### src/rtl/intc_pkg.sv
// Shared definitions for the interrupt controller: register offsets,
// bus width and the byte-lane expansion used by the write path.
package intc_pkg;

    localparam int RegBus = 32;

    // Register index as decoded from addr[4:2]; 6 and 7 are unmapped.
    typedef enum logic [2:0] {
        IntcPending = 3'd0,
        IntcMask    = 3'd1,
        IntcMode    = 3'd2,
        IntcPol     = 3'd3,
        IntcClaim   = 3'd4,
        IntcRaw     = 3'd5
    } intc_reg_e;

    // Expand the four byte enables into a 32-bit bit mask.
    function automatic logic [RegBus-1:0] lane_mask(input logic [3:0] sel);
        lane_mask = {{8{sel[3]}}, {8{sel[2]}}, {8{sel[1]}}, {8{sel[0]}}};
    endfunction

endpackage

### src/rtl/intc_if.sv
// Memory-mapped slave bus of the interrupt controller, same signal set
// as the data RAM port on the CPU data bus.
interface intc_if;
    import intc_pkg::*;

    logic              ce;
    logic              we;
    logic [RegBus-1:0] addr;
    logic [3:0]        sel;
    logic [RegBus-1:0] data_i;
    logic [RegBus-1:0] data_o;

    modport master (output ce, we, addr, sel, data_i, input data_o);
    modport slave  (input ce, we, addr, sel, data_i, output data_o);

endinterface

### src/rtl/intc_src.sv
// One interrupt source: synchroniser, polarity, edge history and the
// pending flop with set-over-clear priority and edge/level mode handling.
module intc_src import intc_pkg::*; #(
    parameter int SYNC_STAGES = 2
) (
    input  logic clk,
    input  logic rst,
    input  logic src,
    input  logic pol,
    input  logic mode,
    input  logic clr,
    output logic pend,
    output logic act
);

    logic synced;
    logic act_d;
    logic pend_q;

    generate
        if (SYNC_STAGES == 2) begin : g_sync
            logic [1:0] sync_q;

            // Two-flop synchroniser bringing the raw source into the clock domain.
            always_ff @(posedge clk) begin
                if (rst) sync_q <= '0;
                else     sync_q <= {sync_q[0], src};
            end

            assign synced = sync_q[1];
        end else begin : g_nosync
            assign synced = src;
        end
    endgenerate

    assign act = synced ^ pol;

    // Edge history always tracks act, so switching to edge mode only sees
    // later transitions; level mode keeps the stored bit at 0.
    always_ff @(posedge clk) begin
        if (rst) begin
            act_d  <= 1'b0;
            pend_q <= 1'b0;
        end else begin
            act_d <= act;
            if (!mode)               pend_q <= 1'b0;
            else if (act && !act_d)  pend_q <= 1'b1;
            else if (clr)            pend_q <= 1'b0;
        end
    end

    assign pend = mode ? pend_q : act;

endmodule

### src/rtl/intc.sv
// Interrupt controller top: register file with byte-lane writes, claim
// priority encoder, output routing with registered irq_o, and read mux.
module intc import intc_pkg::*; #(
    parameter int NUM_SRC     = 8,
    parameter int NUM_OUT     = 6,
    parameter int SYNC_STAGES = 2
) (
    input  logic               clk,
    input  logic               rst,
    input  logic [NUM_SRC-1:0] src_i,
    intc_if.slave              bus,
    output logic [NUM_OUT-1:0] irq_o
);

    logic [NUM_SRC-1:0] mask_q;
    logic [NUM_SRC-1:0] mode_q;
    logic [NUM_SRC-1:0] pol_q;
    logic [NUM_SRC-1:0] pend;
    logic [NUM_SRC-1:0] act;
    logic [NUM_SRC-1:0] eff;
    logic [NUM_SRC-1:0] w1c;
    logic [NUM_SRC-1:0] claim_hot;
    logic [NUM_SRC-1:0] claim_clr;
    logic [NUM_SRC-1:0] clr;
    logic [NUM_SRC-1:0] wmask_s;
    logic [NUM_SRC-1:0] wdata_s;
    logic [RegBus-1:0]  wmask;
    logic [RegBus-1:0]  claim_val;
    logic [RegBus-1:0]  eff32;
    logic [RegBus-1:0]  rd_data;
    logic [NUM_OUT-1:0] irq_next;
    logic               wr_en;
    logic               rd_en;
    logic               unused_bits;
    intc_reg_e          reg_sel;

    assign wr_en       = bus.ce & bus.we;
    assign rd_en       = bus.ce & ~bus.we;
    assign reg_sel     = intc_reg_e'(bus.addr[4:2]);
    assign wmask       = lane_mask(bus.sel);
    assign wmask_s     = wmask[NUM_SRC-1:0];
    assign wdata_s     = bus.data_i[NUM_SRC-1:0];
    assign unused_bits = ^{bus.addr, bus.data_i, wmask};

    assign w1c       = (wr_en && reg_sel == IntcPending) ? (wdata_s & wmask_s) : '0;
    assign claim_clr = (rd_en && reg_sel == IntcClaim) ? claim_hot : '0;
    assign clr       = w1c | claim_clr;
    assign eff       = pend & mask_q;

    generate
        for (genvar g = 0; g < NUM_SRC; g++) begin : g_src
            intc_src #(.SYNC_STAGES(SYNC_STAGES)) u_src (
                .clk  (clk),
                .rst  (rst),
                .src  (src_i[g]),
                .pol  (pol_q[g]),
                .mode (mode_q[g]),
                .clr  (clr[g]),
                .pend (pend[g]),
                .act  (act[g])
            );
        end
    endgenerate

    // Lowest enabled pending source wins the claim; scanning downwards lets
    // the lowest index overwrite higher ones.
    always_comb begin
        claim_val = '0;
        claim_hot = '0;
        for (int i = NUM_SRC - 1; i >= 0; i--) begin
            if (eff[i]) begin
                claim_val    = RegBus'(i + 1);
                claim_hot    = '0;
                claim_hot[i] = 1'b1;
            end
        end
    end

    // Configuration registers, each byte lane written only when selected.
    always_ff @(posedge clk) begin
        if (rst) begin
            mask_q <= '0;
            mode_q <= '0;
            pol_q  <= '0;
        end else if (wr_en) begin
            case (reg_sel)
                IntcMask: mask_q <= (mask_q & ~wmask_s) | (wdata_s & wmask_s);
                IntcMode: mode_q <= (mode_q & ~wmask_s) | (wdata_s & wmask_s);
                IntcPol:  pol_q  <= (pol_q  & ~wmask_s) | (wdata_s & wmask_s);
                default: ;
            endcase
        end
    end

    // Route enabled sources to CPU lines; the top line collects the rest.
    always_comb begin
        eff32              = '0;
        eff32[NUM_SRC-1:0] = eff;
        irq_next           = '0;
        for (int k = 0; k < NUM_OUT - 1; k++) begin
            irq_next[k] = eff32[k];
        end
        irq_next[NUM_OUT-1] = |(eff32 >> (NUM_OUT - 1));
    end

    // Registered interrupt lines towards the CPU.
    always_ff @(posedge clk) begin
        if (rst) irq_o <= '0;
        else     irq_o <= irq_next;
    end

    // Same-cycle read data; unmapped offsets read 0.
    always_comb begin
        rd_data = '0;
        case (reg_sel)
            IntcPending: rd_data[NUM_SRC-1:0] = pend;
            IntcMask:    rd_data[NUM_SRC-1:0] = mask_q;
            IntcMode:    rd_data[NUM_SRC-1:0] = mode_q;
            IntcPol:     rd_data[NUM_SRC-1:0] = pol_q;
            IntcClaim:   rd_data              = claim_val;
            IntcRaw:     rd_data[NUM_SRC-1:0] = act;
            default: ;
        endcase
    end

    assign bus.data_o = rd_en ? rd_data : '0;

endmodule
### src/flat_wrapper.sv
// flat-port wrapper written by rule: the top's interface ports become plain ports
module intc_flat import intc_pkg::*;
#(
    parameter int NUM_SRC     = 8,
    parameter int NUM_OUT     = 6,
    parameter int SYNC_STAGES = 2
)
  (clk, rst, src_i, irq_o, bus_ce, bus_we, bus_addr, bus_sel, bus_data_i, bus_data_o);
  intc_if bus_i ();
  input  logic clk;
  input  logic rst;
  input  logic [NUM_SRC-1:0] src_i;
  output logic [NUM_OUT-1:0] irq_o;
  input wire logic [$bits(bus_i.ce)-1:0] bus_ce;
  input wire logic [$bits(bus_i.we)-1:0] bus_we;
  input wire logic [$bits(bus_i.addr)-1:0] bus_addr;
  input wire logic [$bits(bus_i.sel)-1:0] bus_sel;
  input wire logic [$bits(bus_i.data_i)-1:0] bus_data_i;
  output wire logic [$bits(bus_i.data_o)-1:0] bus_data_o;
  assign bus_i.ce = bus_ce;
  assign bus_i.we = bus_we;
  assign bus_i.addr = bus_addr;
  assign bus_i.sel = bus_sel;
  assign bus_i.data_i = bus_data_i;
  assign bus_data_o = bus_i.data_o;
  intc #(.NUM_SRC(NUM_SRC), .NUM_OUT(NUM_OUT), .SYNC_STAGES(SYNC_STAGES)) u_core (.clk(clk), .rst(rst), .src_i(src_i), .bus(bus_i), .irq_o(irq_o));
endmodule
### config.mk
export PLATFORM = sky130hd
export DESIGN_NAME = intc_flat
export DESIGN_NICKNAME = d
export VERILOG_FILES = /design/src/rtl/intc_pkg.sv /design/src/rtl/intc_if.sv /design/src/rtl/intc_src.sv /design/src/rtl/intc.sv /design/src/flat_wrapper.sv
export SDC_FILE = /design/constraint.sdc
export NUM_CORES = 1
export LEC_CHECK = 0
export BUFFER_PORTS_ARGS = -buffer_cell sky130_fd_sc_hd__buf_2
export CORE_MARGIN = 2
export CORE_UTILIZATION = 45
export DETAILED_ROUTE_END_ITERATION = 16
export PLACE_DENSITY = 0.74
export SETUP_SLACK_MARGIN = 0.3
export SLEW_MARGIN = 40
export SYNTH_ARGS = -nofsm -noshare
export SYNTH_HDL_FRONTEND = slang
export SYNTH_SLANG_ARGS = --single-unit
### constraint.sdc
create_clock -name clk -period 4.43 [get_ports clk]
set_input_delay 0.443 -clock clk [delete_from_list [all_inputs] [get_ports clk]]
set_output_delay 0.443 -clock clk [all_outputs]
set_load 0.02 [all_outputs]
==> flow_metrics.tcl, run 1 <==
set metrics [dict create \
    outcome "finished, final reports clean" \
    clock_tree.buffer_depth 2 \
    timing.hold.worst_path_depth 2 \
    clk_pin_slew_worst_setup_hold_paths_ps 60 \
    filler_cell_count 623 \
    globalRouteTotalUtil_pct 18.5 \
    drive_above_1_share_pct 17.8 \
    syn_avg_cell_area_um2 8.90 \
    syn_to_final_growth_pct 12.2 \
    synth_sequential_area_ratio_pct 39.4 \
    grt_start_max_net_pins 43 \
    startpoint_type "input pin" \
    vdd_ir_drop_max_mv 0.196 \
    crit-reg2reg-capture "u_core.g_src[6].u_src.pend_q" \
    synth-edff-count 0 \
    via_per_inst 5.29 \
    grt_overflow 0 \
    final_area_um2 3540 \
    timing.final.hold_violations 0 \
    clkPwrFrac_pct 44.6 \
    core-area_um2 6790 \
    detailroute.wirelength.met2_um 3190 \
    buffers_on_ports 37 \
    crit_type "in2out" \
    fraction_of_the_core_area_covered_by_cells_at_the_end_of_the_flow_pct 52.0 \
    wl_per_cell_um 14.4 \
    wl_met1_um 3270 \
    comb_power_share_pct 8.0 \
    mapped_cells 354 \
    synth_top_area_cell "sky130_fd_sc_hd__dfxtp_1" \
    synth_ff_type "sky130_fd_sc_hd__dfxtp_1" \
    post_cts_resize_count 0 \
    detail_route.drc_violations 0 \
    critPathCapture "bus_data_o[3]" \
    switching_power_uw 286 \
    detailed_place_hpwl_um 4750 \
    tritoncts "done" \
    design.die.area_um2 7690 \
    reg2regPathDepth 5 \
    power_frac_seq_pct 47.3 \
    synth_top_area_share_pct 39.4 \
    cp-startpoint "bus_addr[3]" \
    initialDrtViolationCount 232 \
    io-pin-count 118 \
    crit_path_end_kind "primary output" \
    gp_congestion 0.849 \
    antenna_violating_nets_post_route 0 \
    cellInternalPower_uw 927 \
    post_cts_buffers 0 \
    crit_path_max_fanout 31 \
    tritoncts.num_buffers 9 \
    min_path_type "in2reg" \
    num_vias 2587 \
    worst_clock_skew_ps 8.78 \
    worst-r2r-setup-slack_ps 2620 \
    relSlewSlack_pct 51.3 \
    fin_tns_setup_ps 0 \
    min_period_over_period_pct 62.6 \
    setup_repair_after_global_routing_missed_its_margin "false" \
    post-route-worst-setup-slack_ps 1660 \
    critical_path_arrival_ps 2330 \
    cellPowerDensity_nw_per_um2 343 \
    timing.final.setup_violations 0 \
    synthArstFlopShare_pct 0 \
    placement_rows 30 \
    static-leakage-power_uw 0.00138 \
    final_period_minus_worst_setup_slack_ps 2770 \
    clock_sink_count 62 \
    final_max_slew_violation_count 0 \
    ys_top_cells_by_area "sky130_fd_sc_hd__dfxtp_1 39%, sky130_fd_sc_hd__mux2i_1 8.3%, sky130_fd_sc_hd__nor2_1 6.2%" \
    preCtsSetupSlack_ps 1680 \
    die_y_um 87.7 \
    number_of_global_route_vias_before_repair 2257 \
    antenna_found_initial 0 \
    routed_wirelength_um 7050 \
    routed-wl-met3_um 501 \
    routed.top_layer "met4" \
    ys_types 59 \
    h_tree_levels 3 \
    clock-root-buffer "sky130_fd_sc_hd__clkbuf_8" \
    diodes 0 \
    final_nets 468 \
    syn_area_um2 3150 \
    grt_first_pass_wirelength_um 11000 \
    chipWidth_um 87.7 \
    drt_first_pass_iters 4 \
    drv.max_cap_violation_count 0 \
    ys_seq_elements 62 \
    worst_ep_required_time_ps 3990 \
    worst_skew_pair.late_latency_ps 340 \
    sw_frac_of_total_pct 23.6 \
    hold_start "src_i[5]" \
    floorplan.initialDensity_pct 46.4 \
    cts_hold_buf 0 \
    placed_area_um2 3320 \
    fmax_mhz 360 \
    yosys_warnings 0 \
    worst_slew_pin_slew_ps 727 \
]
==> power groups by stage <==
stage	clock network (µW)	registers [µW]	logic (µW)
final	542	574	97.6
after global routing	573	575	107
after CTS	551	574	96.5
after detailed placement	0	586	96.4
after global placement	0	586	94.9
after floorplan	0	585	86.4
==> per-layer routing <==
layer	track usage [%]	vias to the layer above
li1	-	1260
met1	25.4	1212
met2	27.0	107
met3	5.37	8
met4	8.25	0
met5	0	-
==> cell usage in the layout, fill, tap and decap left out, types with 2 or more instances in the layout <==
| cell type | instances |
|---|---|
| sky130_fd_sc_hd__a21oi_1 | 15 |
| sky130_fd_sc_hd__nand3_1 | 4 |
| sky130_fd_sc_hd__conb_1 | 24 |
| sky130_fd_sc_hd__a31oi_1 | 7 |
| sky130_fd_sc_hd__nor2b_1 | 23 |
| sky130_fd_sc_hd__o21ai_1 | 5 |
| sky130_fd_sc_hd__nor2_1 | 52 |
| sky130_fd_sc_hd__clkinv_2 | 2 |
| sky130_fd_sc_hd__xnor2_2 | 2 |
| sky130_fd_sc_hd__clkbuf_1 | 2 |
| sky130_fd_sc_hd__o22ai_1 | 2 |
| sky130_fd_sc_hd__inv_1 | 8 |
| sky130_fd_sc_hd__mux2i_1 | 26 |
| sky130_fd_sc_hd__clkbuf_8 | 10 |
| sky130_fd_sc_hd__o31ai_1 | 2 |
| sky130_fd_sc_hd__buf_2 | 37 |
| sky130_fd_sc_hd__nand3b_1 | 7 |
| sky130_fd_sc_hd__bufinv_16 | 2 |
| sky130_fd_sc_hd__o211ai_1 | 4 |
| sky130_fd_sc_hd__o2bb2ai_1 | 3 |
| sky130_fd_sc_hd__or4_1 | 3 |
| sky130_fd_sc_hd__dfxtp_1 | 62 |
| sky130_fd_sc_hd__nand2_1 | 16 |
| sky130_fd_sc_hd__xor2_1 | 5 |
| sky130_fd_sc_hd__nand2b_1 | 12 |
| sky130_fd_sc_hd__xnor2_1 | 4 |
| sky130_fd_sc_hd__nand4b_1 | 2 |
| sky130_fd_sc_hd__o41ai_1 | 3 |
| sky130_fd_sc_hd__o311ai_0 | 2 |
| sky130_fd_sc_hd__a22oi_1 | 2 |
| sky130_fd_sc_hd__o211ai_2 | 4 |
| sky130_fd_sc_hd__o21ai_0 | 10 |
| sky130_fd_sc_hd__buf_4 | 2 |
==> area by class of cell <==
type / instances / area, µm² / share of cell area (%)
Clock inverter: 4 / 70.1 / 1.98
Timing Repair Buffer: 39 / 200 / 5.66
Tap cell: 96 / 120 / 3.40
Inverter: 9 / 33.8 / 0.955
Multi-Input combinational cell: 267 / 1730 / 48.8
Clock buffer: 12 / 145 / 4.10
Sequential cell: 62 / 1240 / 35.1
==> cells by family after synthesis <==
family / count (synthesis) / share of synthesized area [%]
other: 1 / 0.119
xor gates and xnor gates: 11 / 3.53
and+or+nand+nor: 134 / 22.9
buffers and inverters: 48 / 8.77
muxes: 27 / 8.61
DFF: 62 / 39.4
AOI/OAI and AO/OA: 71 / 16.6
==> Yosys cell counts (4+ instances only) <==
cell type	n
sky130_fd_sc_hd__nand3_1	4
sky130_fd_sc_hd__nand2_1	16
sky130_fd_sc_hd__mux2i_1	26
sky130_fd_sc_hd__nand3b_1	7
sky130_fd_sc_hd__nand2b_1	12
sky130_fd_sc_hd__o21ai_0	10
sky130_fd_sc_hd__xor2_1	5
sky130_fd_sc_hd__nor2b_1	23
sky130_fd_sc_hd__buf_2	5
sky130_fd_sc_hd__o21ai_1	5
sky130_fd_sc_hd__o211ai_1	4
sky130_fd_sc_hd__a31oi_1	7
sky130_fd_sc_hd__xnor2_1	4
sky130_fd_sc_hd__o211ai_2	4
sky130_fd_sc_hd__a21oi_1	15
sky130_fd_sc_hd__buf_4	24
sky130_fd_sc_hd__inv_1	8
sky130_fd_sc_hd__nor2_1	52
sky130_fd_sc_hd__dfxtp_1	62
sky130_fd_sc_hd__clkbuf_1	9
==> stage by stage <==
step,hold slack [ps],power [µW],std cells
finish,308,1210,489
global route,314,1250,489
CTS,297,1220,489
detailed placement,399,683,473
global placement,391,681,473
floorplan,388,671,377
==> worst max-delay path: stages <==
cell	delay, ps
sky130_fd_sc_hd__buf_2	290
sky130_fd_sc_hd__nand2b_1	340
sky130_fd_sc_hd__nor2_1	200
sky130_fd_sc_hd__nand2_1	80
sky130_fd_sc_hd__or4_1	520
sky130_fd_sc_hd__a31oi_1	240
sky130_fd_sc_hd__buf_2	200
==> worst min-delay path by stage <==
| stage | endpoint |
|---|---|
| after global placement | u_core.g_src[3].u_src.pend_q |
| final | u_core.g_src[5].u_src.g_sync.sync_q[0] |
| after floorplan | u_core.g_src[5].u_src.pend_q |
| after global routing | u_core.g_src[7].u_src.g_sync.sync_q[0] |
| after detailed placement | u_core.g_src[5].u_src.pend_q |
| after CTS | u_core.g_src[5].u_src.g_sync.sync_q[0] |
(Power assumes the default switching activity.)
==> run 2: changes to the inputs <==
PLACE_DENSITY = 0.77   (was 0.74)
clock period = 2.5 ns   (was 4.43 ns; I/O delays follow)
==> run 2 against run 1 <==
Register-to-register slack worse by 2400 ps. Sequential cell count stayed put. Sequential power rose by 78%. Critical path type is now reg2out. Clock skew is 2.3 ps lower. Total power increased by 65%. Die area unchanged. Critical endpoint unchanged. Sequential share of layout area decreased by 2.4 points. Utilization increased by 5.0 points. Hold slack got worse by 200 ps. Global-route usage rose by 2.1 points. Highest routed layer unchanged.
==> flow_metrics.tcl, run 2 (synthesized netlist as in run 1, its figures left out) <==
set metrics [dict create \
    io-pin-count 118 \
    clk_pin_slew_worst_setup_hold_paths_ps 70 \
    critical_path.reg2reg.startpoint "u_core.g_src[6].u_src.g_sync.sync_q[1]" \
    drive_above_1_share_pct 29.7 \
    worst_clock_skew_ps 6.50 \
    worst_path_max_delay_cell "sky130_fd_sc_hd__or4_4" \
    crit_path_end_kind "primary output" \
    outcome "finished, final reports clean" \
    gp_congestion 0.904 \
    layout_common_cells "51 x sky130_fd_sc_hd__nor2_1, 47 x sky130_fd_sc_hd__dfxtp_1, 34 x sky130_fd_sc_hd__buf_4, 33 x sky130_fd_sc_hd__buf_2, 26 x sky130_fd_sc_hd__mux2i_1" \
    startpoint_type "flip-flop" \
    clock_sink_count 62 \
    via_per_inst 5.38 \
    grt_overflow 0 \
    detailed_place_hpwl_um 5050 \
    critical-path-top-delay-family "simple AND/OR/NAND/NOR gates" \
    cpPeakStageDelay_ps 550 \
    clock-root-buffer "sky130_fd_sc_hd__clkbuf_8" \
    num_vias 2781 \
    vdd_ir_drop_max_mv 0.328 \
    fraction_of_the_core_area_covered_by_cells_at_the_end_of_the_flow_pct 57.0 \
    placement_rows 30 \
    floorplan.initialDensity_pct 46.4 \
    cts_hold_buf 0 \
    worst_ep_required_time_ps 2250 \
    fin_tns_setup_ps 0 \
    detailroute.wirelength.met2_um 3410 \
    worst_slew_pin_slew_ps 510 \
    hold_start "src_i[3]" \
    wl_per_cell_um 14.7 \
    globalRouteTotalUtil_pct 20.6 \
    clock_tree.buffer_depth 2 \
    final_nets 497 \
    antenna_found_initial 0 \
    number_of_global_route_vias_before_repair 2479 \
    cp_cell_sequence "xor2_2 -> o211ai_1 -> or4_4 -> a31oi_4 -> buf_6" \
    buffers_on_ports 37 \
    final_period_minus_worst_setup_slack_ps 2380 \
    tritoncts "done" \
    chipWidth_um 87.7 \
    timing.final.setup_violations 0 \
    critical_path_arrival_ps 2130 \
    crit_buf_inv 1 \
    routed-wl-met3_um 603 \
    design.die.area_um2 7690 \
    crit_path_max_fanout 4 \
    min_path_type "in2reg" \
    crit_type "reg2out" \
    drv.max_cap_violation_count 0 \
    antenna_violating_nets_post_route 0 \
    syn_to_final_growth_pct 22.9 \
    cellPowerDensity_nw_per_um2 516 \
    grt_first_pass_wirelength_um 12100 \
    grt_start_max_net_pins 49 \
    diodes 0 \
    leading_cell_type_in_the_layout_fill_and_taps_excluded "sky130_fd_sc_hd__nor2_1" \
    final_max_slew_violation_count 0 \
    fin_worst_hold_slack_ps 106 \
    tritoncts.num_buffers 9 \
    routed.top_layer "met4" \
    core-area_um2 6790 \
    timing.final.hold_violations 0 \
    h_tree_levels 3 \
    setup_repair_after_global_routing_missed_its_margin "true" \
    initialDrtViolationCount 285 \
    wl_met1_um 3320 \
    routed_wirelength_um 7620 \
    die_y_um 87.7 \
    detail_route.drc_violations 0 \
    drt_first_pass_iters 5 \
    min_period_over_period_pct 95.3 \
    static-leakage-power_uw 0.00152 \
    worst_skew_pair.late_latency_ps 350 \
    fmax_mhz 420 \
    relSlewSlack_pct 65.9 \
]
-- run 2: changes by cell type in the layout (fill, tap and decap cells not counted), moves of 3 or more --
cell / delta
sky130_fd_sc_hd__buf_2: -4
sky130_fd_sc_hd__buf_4: +32
sky130_fd_sc_hd__dfxtp_1: -15
sky130_fd_sc_hd__dfxtp_2: +12
sky130_fd_sc_hd__dfxtp_4: +3
sky130_fd_sc_hd__xor2_1: -4
-- run 2: final timing paths --
check / to / slack (ps) / cells after the start
hold / removal: u_core.g_src[3].u_src.g_sync.sync_q[0] / 110 / 2
setup / recovery: bus_data_o[3] / 120 / 5
setup reg to reg: u_core.g_src[7].u_src.pend_q / 210 / 13
hold reg to reg: u_core.g_src[5].u_src.pend_q / 410 / 1
-- run 2: report_power, final --
part | switching, µW | internal (µW)
combinational | 128 | 67.0
sequential | 13.0 | 1000
clock | 383 | 402
-- run 2: timing repair --
action	4_1_cts	5_1_grt
resized for setup	16	25
buffers inserted	14	4
setup endpoints to repair	4	5
pin swaps	10	12
hold endpoints to repair	0	0
-- run 2: cell type report --
type / instances / area (µm²)
clock buffers: 11 / 151
clock inverters: 4 / 22.5
fillers: 597 / 2920
inverters: 9 / 33.8
multi-input cells: 267 / 1850
flip-flops and latches: 62 / 1270
well taps: 96 / 120
repair buffers: 68 / 432
-- run 2: layer usage --
metal | global-route usage (%) | vias up
met5 | 0 | -
met4 | 8.95 | 0
met3 | 5.28 | 35
met2 | 32.8 | 139
met1 | 26.5 | 1292
li1 | - | 1315
-- run 2: through the flow --
step                      power (µW)  std cells  cell area (µm²)  setup slack [ps]
after floorplan                 1190        377             3240               508
after CTS                       2000        513             3740               137
after global placement          1210        484             3400               385
final                           2000        517             3870               118
after global routing            2070        517             3870              81.6
after detailed placement        1220        484             3400               334
